`src/rtl/mdio_mgmt_ctrl.sv`:
```
// mdio_mgmt_ctrl
// ---------------------------------------------------------------------------
// Clause-22 MDIO management master shared by two requesters (for example a
// PHY bring-up sequencer and a CPU bridge). The two requesters are arbitrated
// round-robin. Each grant sends one 64-bit read or write frame on MDC/MDIO.
// Read data is shifted in from the PHY. A one-cycle response pulse is then
// returned to the requester that owned the frame.
//
// Parameters
//   ClkDiv        clk cycles per MDC half-period (>= 2); f_mdc = f_clk/(2*ClkDiv)
//
// Ports
//   clk           system clock (only clock)
//   rst           synchronous active-high reset
//   req_valid[1:0]    per-requester request valid
//   req_ready[1:0]    per-requester accept (combinational, at most one high)
//   req_write[1:0]    per-requester opcode, 1 = write, 0 = read
//   req_phy_addr[9:0] {phy1, phy0}
//   req_reg_addr[9:0] {reg1, reg0}
//   req_wdata[31:0]   {wd1, wd0}
//   rsp_valid[1:0]    one-cycle completion pulse to the frame owner
//   rsp_rdata[15:0]   read data (0x0000 after a write), held until next completion
//   busy          high whenever the controller is not idle
//   mdc           management clock
//   mdio_in       MDIO pin input
//   mdio_out      MDIO drive value
//   mdio_oen      1 = release the pin, 0 = drive it
// ---------------------------------------------------------------------------
module mdio_mgmt_ctrl #(
    parameter int ClkDiv = 25
) (
    input  logic        clk,
    input  logic        rst,
    input  logic [1:0]  req_valid,
    output logic [1:0]  req_ready,
    input  logic [1:0]  req_write,
    input  logic [9:0]  req_phy_addr,
    input  logic [9:0]  req_reg_addr,
    input  logic [31:0] req_wdata,
    output logic [1:0]  rsp_valid,
    output logic [15:0] rsp_rdata,
    output logic        busy,
    output logic        mdc,
    input  logic        mdio_in,
    output logic        mdio_out,
    output logic        mdio_oen
);

    // The divider counts a whole bit period (0 .. 2*ClkDiv-1). MDC is low for
    // the first half of the count and high for the second half.
    localparam int DIV_W = $clog2(ClkDiv) + 1;
    localparam logic [DIV_W-1:0] DIV_HALF = DIV_W'(ClkDiv - 1);
    localparam logic [DIV_W-1:0] DIV_LAST = DIV_W'(2 * ClkDiv - 1);

    typedef enum logic [1:0] {
        ST_IDLE  = 2'd0,
        ST_SHIFT = 2'd1,
        ST_DONE  = 2'd2
    } state_t;

    state_t             state_q, state_d;
    logic               last_q, last_d;       // requester granted most recently
    logic               owner_q, owner_d;     // requester owning the current frame
    logic               write_q, write_d;
    logic [63:0]        frame_q, frame_d;     // bit 63 is the bit on the wire
    logic [DIV_W-1:0]   div_q, div_d;
    logic [5:0]         bit_q, bit_d;
    logic [15:0]        rdsh_q, rdsh_d;       // read data shift register
    logic [15:0]        rsp_rdata_q, rsp_rdata_d;
    logic               mdc_q, mdc_d;
    logic               oen_q, oen_d;

    // ---------------------------------------------------------------------
    // Arbitration: a single valid requester wins. On a tie the winner is
    // the requester that was not served last.
    // ---------------------------------------------------------------------
    logic        grant;
    logic        accept;
    logic        sel_write;
    logic [4:0]  sel_phy;
    logic [4:0]  sel_reg;
    logic [15:0] sel_wdata;
    logic [63:0] new_frame;

    always_comb begin
        grant = 1'b0;
        case (req_valid)
            2'b10:   grant = 1'b1;
            2'b11:   grant = ~last_q;
            default: grant = 1'b0;
        endcase
    end

    assign accept = (state_q == ST_IDLE) & ~rst & (|req_valid);

    assign sel_write = grant ? req_write[1]         : req_write[0];
    assign sel_phy   = grant ? req_phy_addr[9:5]    : req_phy_addr[4:0];
    assign sel_reg   = grant ? req_reg_addr[9:5]    : req_reg_addr[4:0];
    assign sel_wdata = grant ? req_wdata[31:16]     : req_wdata[15:0];

    // Preamble, ST=01, OP, PHYAD, REGAD, then TA+DATA. For reads the TA and
    // DATA positions are released, so ones are loaded there to keep the
    // drive value at the bus-idle level.
    assign new_frame = {32'hFFFF_FFFF, 2'b01,
                        (sel_write ? 2'b01 : 2'b10),
                        sel_phy, sel_reg,
                        (sel_write ? {2'b10, sel_wdata} : 18'h3FFFF)};

    generate
        for (genvar gi = 0; gi < 2; gi++) begin : g_req
            assign req_ready[gi] = accept & (grant == 1'(gi));
            assign rsp_valid[gi] = (state_q == ST_DONE) & (owner_q == 1'(gi));
        end
    endgenerate

    // ---------------------------------------------------------------------
    // Next-state logic. MDC and OEN are registered. They are computed from
    // the counter values they will sit beside, so the pins change cleanly on
    // clock edges. MDIO/OEN change only at bit boundaries (MDC falling).
    // ---------------------------------------------------------------------
    always_comb begin
        state_d     = state_q;
        last_d      = last_q;
        owner_d     = owner_q;
        write_d     = write_q;
        frame_d     = frame_q;
        div_d       = div_q;
        bit_d       = bit_q;
        rdsh_d      = rdsh_q;
        rsp_rdata_d = rsp_rdata_q;
        mdc_d       = 1'b0;
        oen_d       = 1'b1;

        case (state_q)
            ST_IDLE: begin
                if (accept) begin
                    state_d = ST_SHIFT;
                    last_d  = grant;
                    owner_d = grant;
                    write_d = sel_write;
                    frame_d = new_frame;
                    div_d   = '0;
                    bit_d   = 6'd0;
                    rdsh_d  = 16'h0000;
                    oen_d   = 1'b0;
                end
            end

            ST_SHIFT: begin
                if (div_q == DIV_LAST) begin
                    div_d = '0;
                    if (bit_q == 6'd63) begin
                        // Last bit done: go to DONE rather than wrapping the counter.
                        state_d     = ST_DONE;
                        frame_d     = '1;
                        rsp_rdata_d = write_q ? 16'h0000 : rdsh_q;
                    end else begin
                        bit_d   = bit_q + 6'd1;
                        frame_d = {frame_q[62:0], 1'b1};
                        // Reads turn the bus around from bit 46 (TA) on.
                        oen_d   = ~write_q & (bit_q >= 6'd45);
                    end
                end else begin
                    div_d = div_q + 1'b1;
                    mdc_d = (div_q >= DIV_HALF);
                    oen_d = oen_q;
                    // This edge raises MDC, so it is the sample point.
                    if ((div_q == DIV_HALF) && !write_q && (bit_q >= 6'd48)) begin
                        rdsh_d = {rdsh_q[14:0], mdio_in};
                    end
                end
            end

            ST_DONE: begin
                state_d = ST_IDLE;
            end

            default: begin
                state_d = ST_IDLE;
            end
        endcase
    end

    always_ff @(posedge clk) begin
        if (rst) begin
            state_q     <= ST_IDLE;
            last_q      <= 1'b1;
            owner_q     <= 1'b0;
            write_q     <= 1'b0;
            frame_q     <= '1;
            div_q       <= '0;
            bit_q       <= 6'd0;
            rdsh_q      <= 16'h0000;
            rsp_rdata_q <= 16'h0000;
            mdc_q       <= 1'b0;
            oen_q       <= 1'b1;
        end else begin
            state_q     <= state_d;
            last_q      <= last_d;
            owner_q     <= owner_d;
            write_q     <= write_d;
            frame_q     <= frame_d;
            div_q       <= div_d;
            bit_q       <= bit_d;
            rdsh_q      <= rdsh_d;
            rsp_rdata_q <= rsp_rdata_d;
            mdc_q       <= mdc_d;
            oen_q       <= oen_d;
        end
    end

    assign busy      = (state_q != ST_IDLE);
    assign mdc       = mdc_q;
    assign mdio_oen  = oen_q;
    assign mdio_out  = frame_q[63];
    assign rsp_rdata = rsp_rdata_q;

endmodule
```
`config.mk`:
```
export PLATFORM = sky130hd
export DESIGN_NAME = mdio_mgmt_ctrl
export DESIGN_NICKNAME = d
export VERILOG_FILES = /design/src/rtl/mdio_mgmt_ctrl.sv
export SDC_FILE = /design/constraint.sdc
export NUM_CORES = 1
export LEC_CHECK = 0
export CAP_MARGIN = 20
export CORE_ASPECT_RATIO = 1.25
export CORE_MARGIN = 2
export CORE_UTILIZATION = 45
export CTS_CLUSTER_DIAMETER = 150
export DETAILED_ROUTE_END_ITERATION = 8
export PLACE_DENSITY_LB_ADDON = 0.1
export SLEW_MARGIN = 20
export SYNTH_ARGS = -nofsm -noshare
export SYNTH_HDL_FRONTEND = slang
export SYNTH_SLANG_ARGS = --single-unit
```
`constraint.sdc`:
```
create_clock -name clk -period 3.3 [get_ports clk]
set_clock_uncertainty 0.1 [all_clocks]
set_input_delay 0.495 -clock clk [delete_from_list [all_inputs] [get_ports clk]]
set_output_delay 0.495 -clock clk [all_outputs]
set_load 0.01 [all_outputs]
```
==> metrics.yaml, run 1 <==
die:
  core_mm2: 0.0106
  die_h_um: 121
  fp.dieW_um: 97.3
  rows: 42
  initial_core_util: 0.461
  dieArea_mm2: 0.0117
  ioPinCount: 83
sta:
  setup_tns_ps: 0
  grt_setup_unrepaired: "no"
  fmax_mhz: 385
  layout_setup_ws_ps: 701
  worst_pin_slew_ps: 900
  finalHoldViolations: 0
  setup_viol: 0
  finalMaxSlewViolations: 0
  maxSlewHeadroom: 0.396
  min_period_over_period: 0.788
  fin_crit_ps: 2600
critical_path:
  critical_path_required_ps: 2700
  crit_fanout: 4
  critPathCaptureType: "primary output"
  start_kind: "input pin"
  criticalPathCategory: "input pin to primary output"
  crit_arrival_ps: 2000
synth:
  syn_area_mm2: 0.00489
  ys_seq_area_frac: 0.470
  ys_ff_latch: 115
  ys.flop_type: "dfxtp_1"
  yosys_warnings: 0
  async_flop_share: 0
  netlist_instances: 506
  synth_edf_count: 0
  synth.distinct_cells: 56
  syn_nets: 571
  postSynthAreaPerCell_um2: 9.67
global_routing:
  grt_pass1_vias: 4024
  grt_remaining_overflow: 0
  grt_usage: 0.201
  grt_max_degree: 49
  antenna_found_initial: 0
  grt_pass1_wl_um: 19200
cts:
  root_buffer: "clkbuf_16"
  cts_buffers: 17
  postCtsSetupBuffers: 0
  path_clk_slew_ps: 50
  h-tree-depth: 4
  cts-hold-fix-buffers: 0
  cts_tree: "done"
  clock-sinks: 115
  ctsResizeCount: 0
  clock_path_buffers: 2
  clkLatencyLatePin_ps: 410
drt:
  first_iter_violations: 253
  wirelength_um: 11700
  wl_per_cell_um: 16.4
  drt-pass1-iter-count: 5
  ant_nets: 0
  via_per_inst: 5.90
  drc: 0
  num_vias: 4210
place:
  post-dp-hpwl_um: 7360
  preCtsSetupSlack_ps: 653
  portBuffers: 82
  routabilityCongestion: 0.805
final_layout:
  drive_gt1_frac: 0.127
  seq_area_mm2: 0.00230
  nets: 634
  fillers: 917
  syn2layout_area_growth_pct: 29.3
  final_util: 0.596
  multi_input_area_mm2: 0.00231
  antenna_cells: 0
hold_path:
  hold_class: "flop to flop"
status:
  outcome: "complete, no violations"
power:
  p_leak_uw: 0.00216
  irDropWorstVdd_mv: 0.394
  powerDensity_mw_per_mm2: 580
job:
  maxCapViolations: 0
state kept, by name, indices dropped and copies added (netlist names):
name,count
frame_q,64
rdsh_q,16
rsp_rdata,16
bit_q,6
div_q,6
state_q,2
last_q,1
mdc,1
mdio_oen,1
owner_q,1
write_q,1
critical path: stages:
cell and delay (ps):
clkdlybuf4s50_1 500, a21bo_2 240, nor3_1 190, clkdlybuf4s50_1 580
power breakdown:
part,internal [uW],leakage [uW],total [uW],switching (uW)
Clock,1190,0.000286,1860,671
Sequential,1430,0.000936,1460,26.9
Combinational,159,0.000940,346,187
layout by cell type, fill, tap and decap left out, types with 17 or more instances in the layout:
cell type        synthesis  final
dfxtp_1                115    115
clkdlybuf4s50_1          0     81
o22a_1                  34     34
nor3_1                  33     33
nor2_1                  31     30
a31oi_1                 30     30
a21oi_1                 21     21
nand3_1                 19     19
a22o_1                  17     17
clkbuf_16                0     17
path summary, 6_finish.rpt:
path         depth (start not counted)           end  slack (ps)          from
max reg2reg                          4   frame_q[54]         820      div_q[5]
max                                  4  req_ready[1]         700  req_valid[1]
min reg2reg                          1   frame_q[62]         360   frame_q[62]
min                                  1   frame_q[62]         360   frame_q[62]
cell usage after synthesis (all sizes together) (2+ instances only):
library cell / number / area (um^2)
nand4b: 3 / 26.3
a21o: 3 / 22.5
a41oi: 2 / 17.5
or3: 2 / 12.5
nand4: 2 / 18.8
nand2b: 4 / 25.0
and4: 2 / 17.5
o311ai: 2 / 17.5
and2: 3 / 18.8
xnor2: 3 / 26.3
a21oi: 22 / 114
and3: 2 / 12.5
o22ai: 12 / 75.1
o41ai: 17 / 194
inv: 10 / 37.5
buf: 22 / 149
mux2i: 2 / 20.0
dfxtp: 115 / 2300
nor2: 31 / 116
nor3: 34 / 175
clkbuf: 28 / 105
nand3b: 5 / 37.5
a31oi: 30 / 188
mux2: 11 / 124
a211oi: 5 / 37.5
o31ai: 4 / 30.0
nor3b: 2 / 20.0
o21ai: 14 / 70.1
o22a: 34 / 298
ha: 6 / 75.1
a22o: 17 / 149
nand3: 19 / 95.1
nand2: 12 / 45.0
nor4: 2 / 27.5
o211ai: 14 / 105
kinds of logic (layout without fill, tap and decap cells):
| family | Yosys count | count (layout) | share of synthesized area |
|---|---|---|---|
| fa+ha+maj | 6 | 6 | 0.0153 |
| xor+xnor | 3 | 3 | 0.00537 |
| mux | 13 | 13 | 0.0294 |
| simple gates | 126 | 126 | 0.138 |
| flops | 115 | 115 | 0.470 |
| buf+inv | 60 | 136 | 0.0596 |
| compound gates | 183 | 183 | 0.282 |
per-stage QoR:
stage	area (um^2)	total power (uW)	hold slack, ps	std cells
floorplan	4890	1690	337	506
CTS	6320	3700	365	714
global route	6320	3810	378	714
detailed placement	5720	1830	352	682
global placement	5720	1820	343	682
finish	6320	3670	362	714
cell type report:
type,instances,area share
flip-flops and latches,115,0.364
multi-input cells,331,0.365
inverters,10,0.00593
repair buffers,94,0.143
well taps,132,0.0261
clock buffers,17,0.0673
clock inverters,15,0.0289
layer usage:
layer	share of wire	vias up	routed length, um	GRT usage
met5	0	-	0	0
met4	0.017	0	204	0.0894
met3	0.048	16	567	0.0480
met2	0.48	122	5620	0.331
met1	0.45	2002	5320	0.252
li1	-	2070	-	-
No activity file was read; power rests on OpenSTA's default activity.
==> inputs of run 2 (changes only) <==
clock period = 2.4 ns   (was 3.3 ns; I/O delays follow)
==> run 2 against run 1 <==
Critical path depth fell by 1. Sequential cell count did not move. Hold slack got worse by 8.7 ps. Sequential share of layout area fell by 0.29 points.
==> metrics.yaml, run 2 (synthesized netlist as in run 1, its figures left out) <==
critical_path:
  r2r_setup_slack_ps: 270
  r2r_cells: 6
  critPathCaptureType: "primary output"
  critical_path_required_ps: 1940
  crit_arrival_ps: 1710
  r2r-end: "frame_q[49]"
  crit_fanout: 7
  rr_startpoint: "bit_q[0]"
  criticalPathCategory: "flop to primary output"
  start_kind: "flop"
cts:
  path_clk_slew_ps: 50
  root_buffer: "clkbuf_16"
  cts-hold-fix-buffers: 0
  clock_path_buffers: 2
  cts_buffers: 17
  h-tree-depth: 4
  postCtsSetupBuffers: 0
  clkLatencyLatePin_ps: 410
  clock-sinks: 115
  cts_tree: "done"
die:
  fp.dieW_um: 97.3
  ioPinCount: 83
  core_mm2: 0.0106
  die_h_um: 121
  rows: 42
  dieArea_mm2: 0.0117
  initial_core_util: 0.461
place:
  portBuffers: 82
  post-dp-hpwl_um: 7410
  routabilityCongestion: 0.793
sta:
  maxSlewHeadroom: 0.587
  min_period_over_period: 0.906
  fin_crit_ps: 2170
  grt_setup_unrepaired: "no"
  worst_pin_slew_ps: 619
  finalHoldViolations: 0
  setup_tns_ps: 0
  fmax_mhz: 460
  setup_viol: 0
  finalMaxSlewViolations: 0
final_layout:
  largest_reg_flops: 64
  fillers: 920
  regMostFlops: "frame_q"
  nets: 640
  syn2layout_area_growth_pct: 30.3
  mostFrequentLayoutCell: "dfxtp_1"
  antenna_cells: 0
  drive_gt1_frac: 0.133
  layout_common_cells: "dfxtp_1, clkdlybuf4s50_1, o22a_1, nor3_1"
hold_path:
  hp-start: "rst"
  min_path_cells: 5
  hold_class: "input pin to flop"
  holdPathEnd: "last_q"
drt:
  via_per_inst: 5.92
  drt-pass1-iter-count: 7
  ant_nets: 0
  first_iter_violations: 317
  wl_per_cell_um: 16.4
  wirelength_um: 11800
  drc: 0
  num_vias: 4261
status:
  outcome: "complete, no violations"
global_routing:
  antenna_found_initial: 0
  grt_pass1_wl_um: 19600
  grt_max_degree: 58
  grt_pass1_vias: 4079
  grt_usage: 0.205
  grt_remaining_overflow: 0
power:
  irDropWorstVdd_mv: 0.477
  p_total_uw: 4930
  p_leak_uw: 0.00221
  powerDensity_mw_per_mm2: 773
job:
  maxCapViolations: 0
## run 2: cell types whose count changed in the layout (fill, tap and decap cells not counted), moves of 2 or more
cell             previous run  this run
clkinv_2                    2         4
inv_6                       3         0
buf_12                      0         3
buf_4                      12        15
dlygate4sd2_1               0         2
clkdlybuf4s50_1            81        79
## run 2: worst max-delay path by stage
stage	end	startpoint	slack, ps
finish	rsp_valid[1]	state_q[0]	230
global placement	req_ready[1]	req_valid[1]	80
CTS	rsp_valid[1]	state_q[0]	200
detailed placement	frame_q[2]	req_valid[0]	80
global route	frame_q[49]	div_q[5]	110
floorplan	frame_q[35]	bit_q[0]	340
## run 2: through the flow
step | utilization | instance area (um^2) | std cells | worst slack (ps) | hold slack [ps]
5_1_grt | 0.601 | 6370 | 720 | 108 | 381
2_1_floorplan | - | 4890 | 506 | 340 | 337
6_report | 0.601 | 6370 | 720 | 227 | 353
3_5_place_dp | 0.546 | 5800 | 688 | 76.9 | 352
4_1_cts | 0.601 | 6370 | 720 | 201 | 342
3_3_place_gp | 0.546 | 5800 | 688 | 78.5 | 343
## run 2: cell type report
| class | count | area, um^2 | area share |
|---|---|---|---|
| inverter | 10 | 37.5 | 0.00589 |
| timing repair buffer | 100 | 986 | 0.155 |
| clock buffer | 19 | 443 | 0.0695 |
| multi-input combinational | 331 | 2300 | 0.362 |
| clock inverter | 13 | 136 | 0.0214 |
| tap | 132 | 165 | 0.0259 |
| sequential | 115 | 2300 | 0.361 |
## run 2: metal layers
layer / track usage / part of all wire / wire length, um
met5: 0 / 0 / 0
met4: 0.0720 / 0.010 / 120
met3: 0.0543 / 0.047 / 556
met2: 0.339 / 0.49 / 5760
met1: 0.260 / 0.45 / 5350
## run 2: repair_timing
action / in CTS / in global routing
hold endpoints to repair: 0 / 0
gates resized for setup: 2 / 0
setup endpoints to repair: 2 / 0
## run 2: power breakdown
group	switching [uW]	internal, uW
Sequential	37.6	1970
Combinational	260	228
Clock	883	1550
Total	1180	3740
## run 2: critical path: stages, from the launching register on
cell and delay [ps]:
dfxtp_1 480, inv_1 150, and3_1 210, clkdlybuf4s50_1 470
==> inputs of run 3 (changes only) <==
ABC_AREA = 0   (was not set)
ABC_CLOCK_PERIOD_IN_PS = 2400   (was not set)
==> results of run 3 <==
The final DEF is identical to that of run 2; final timing and power are the same.
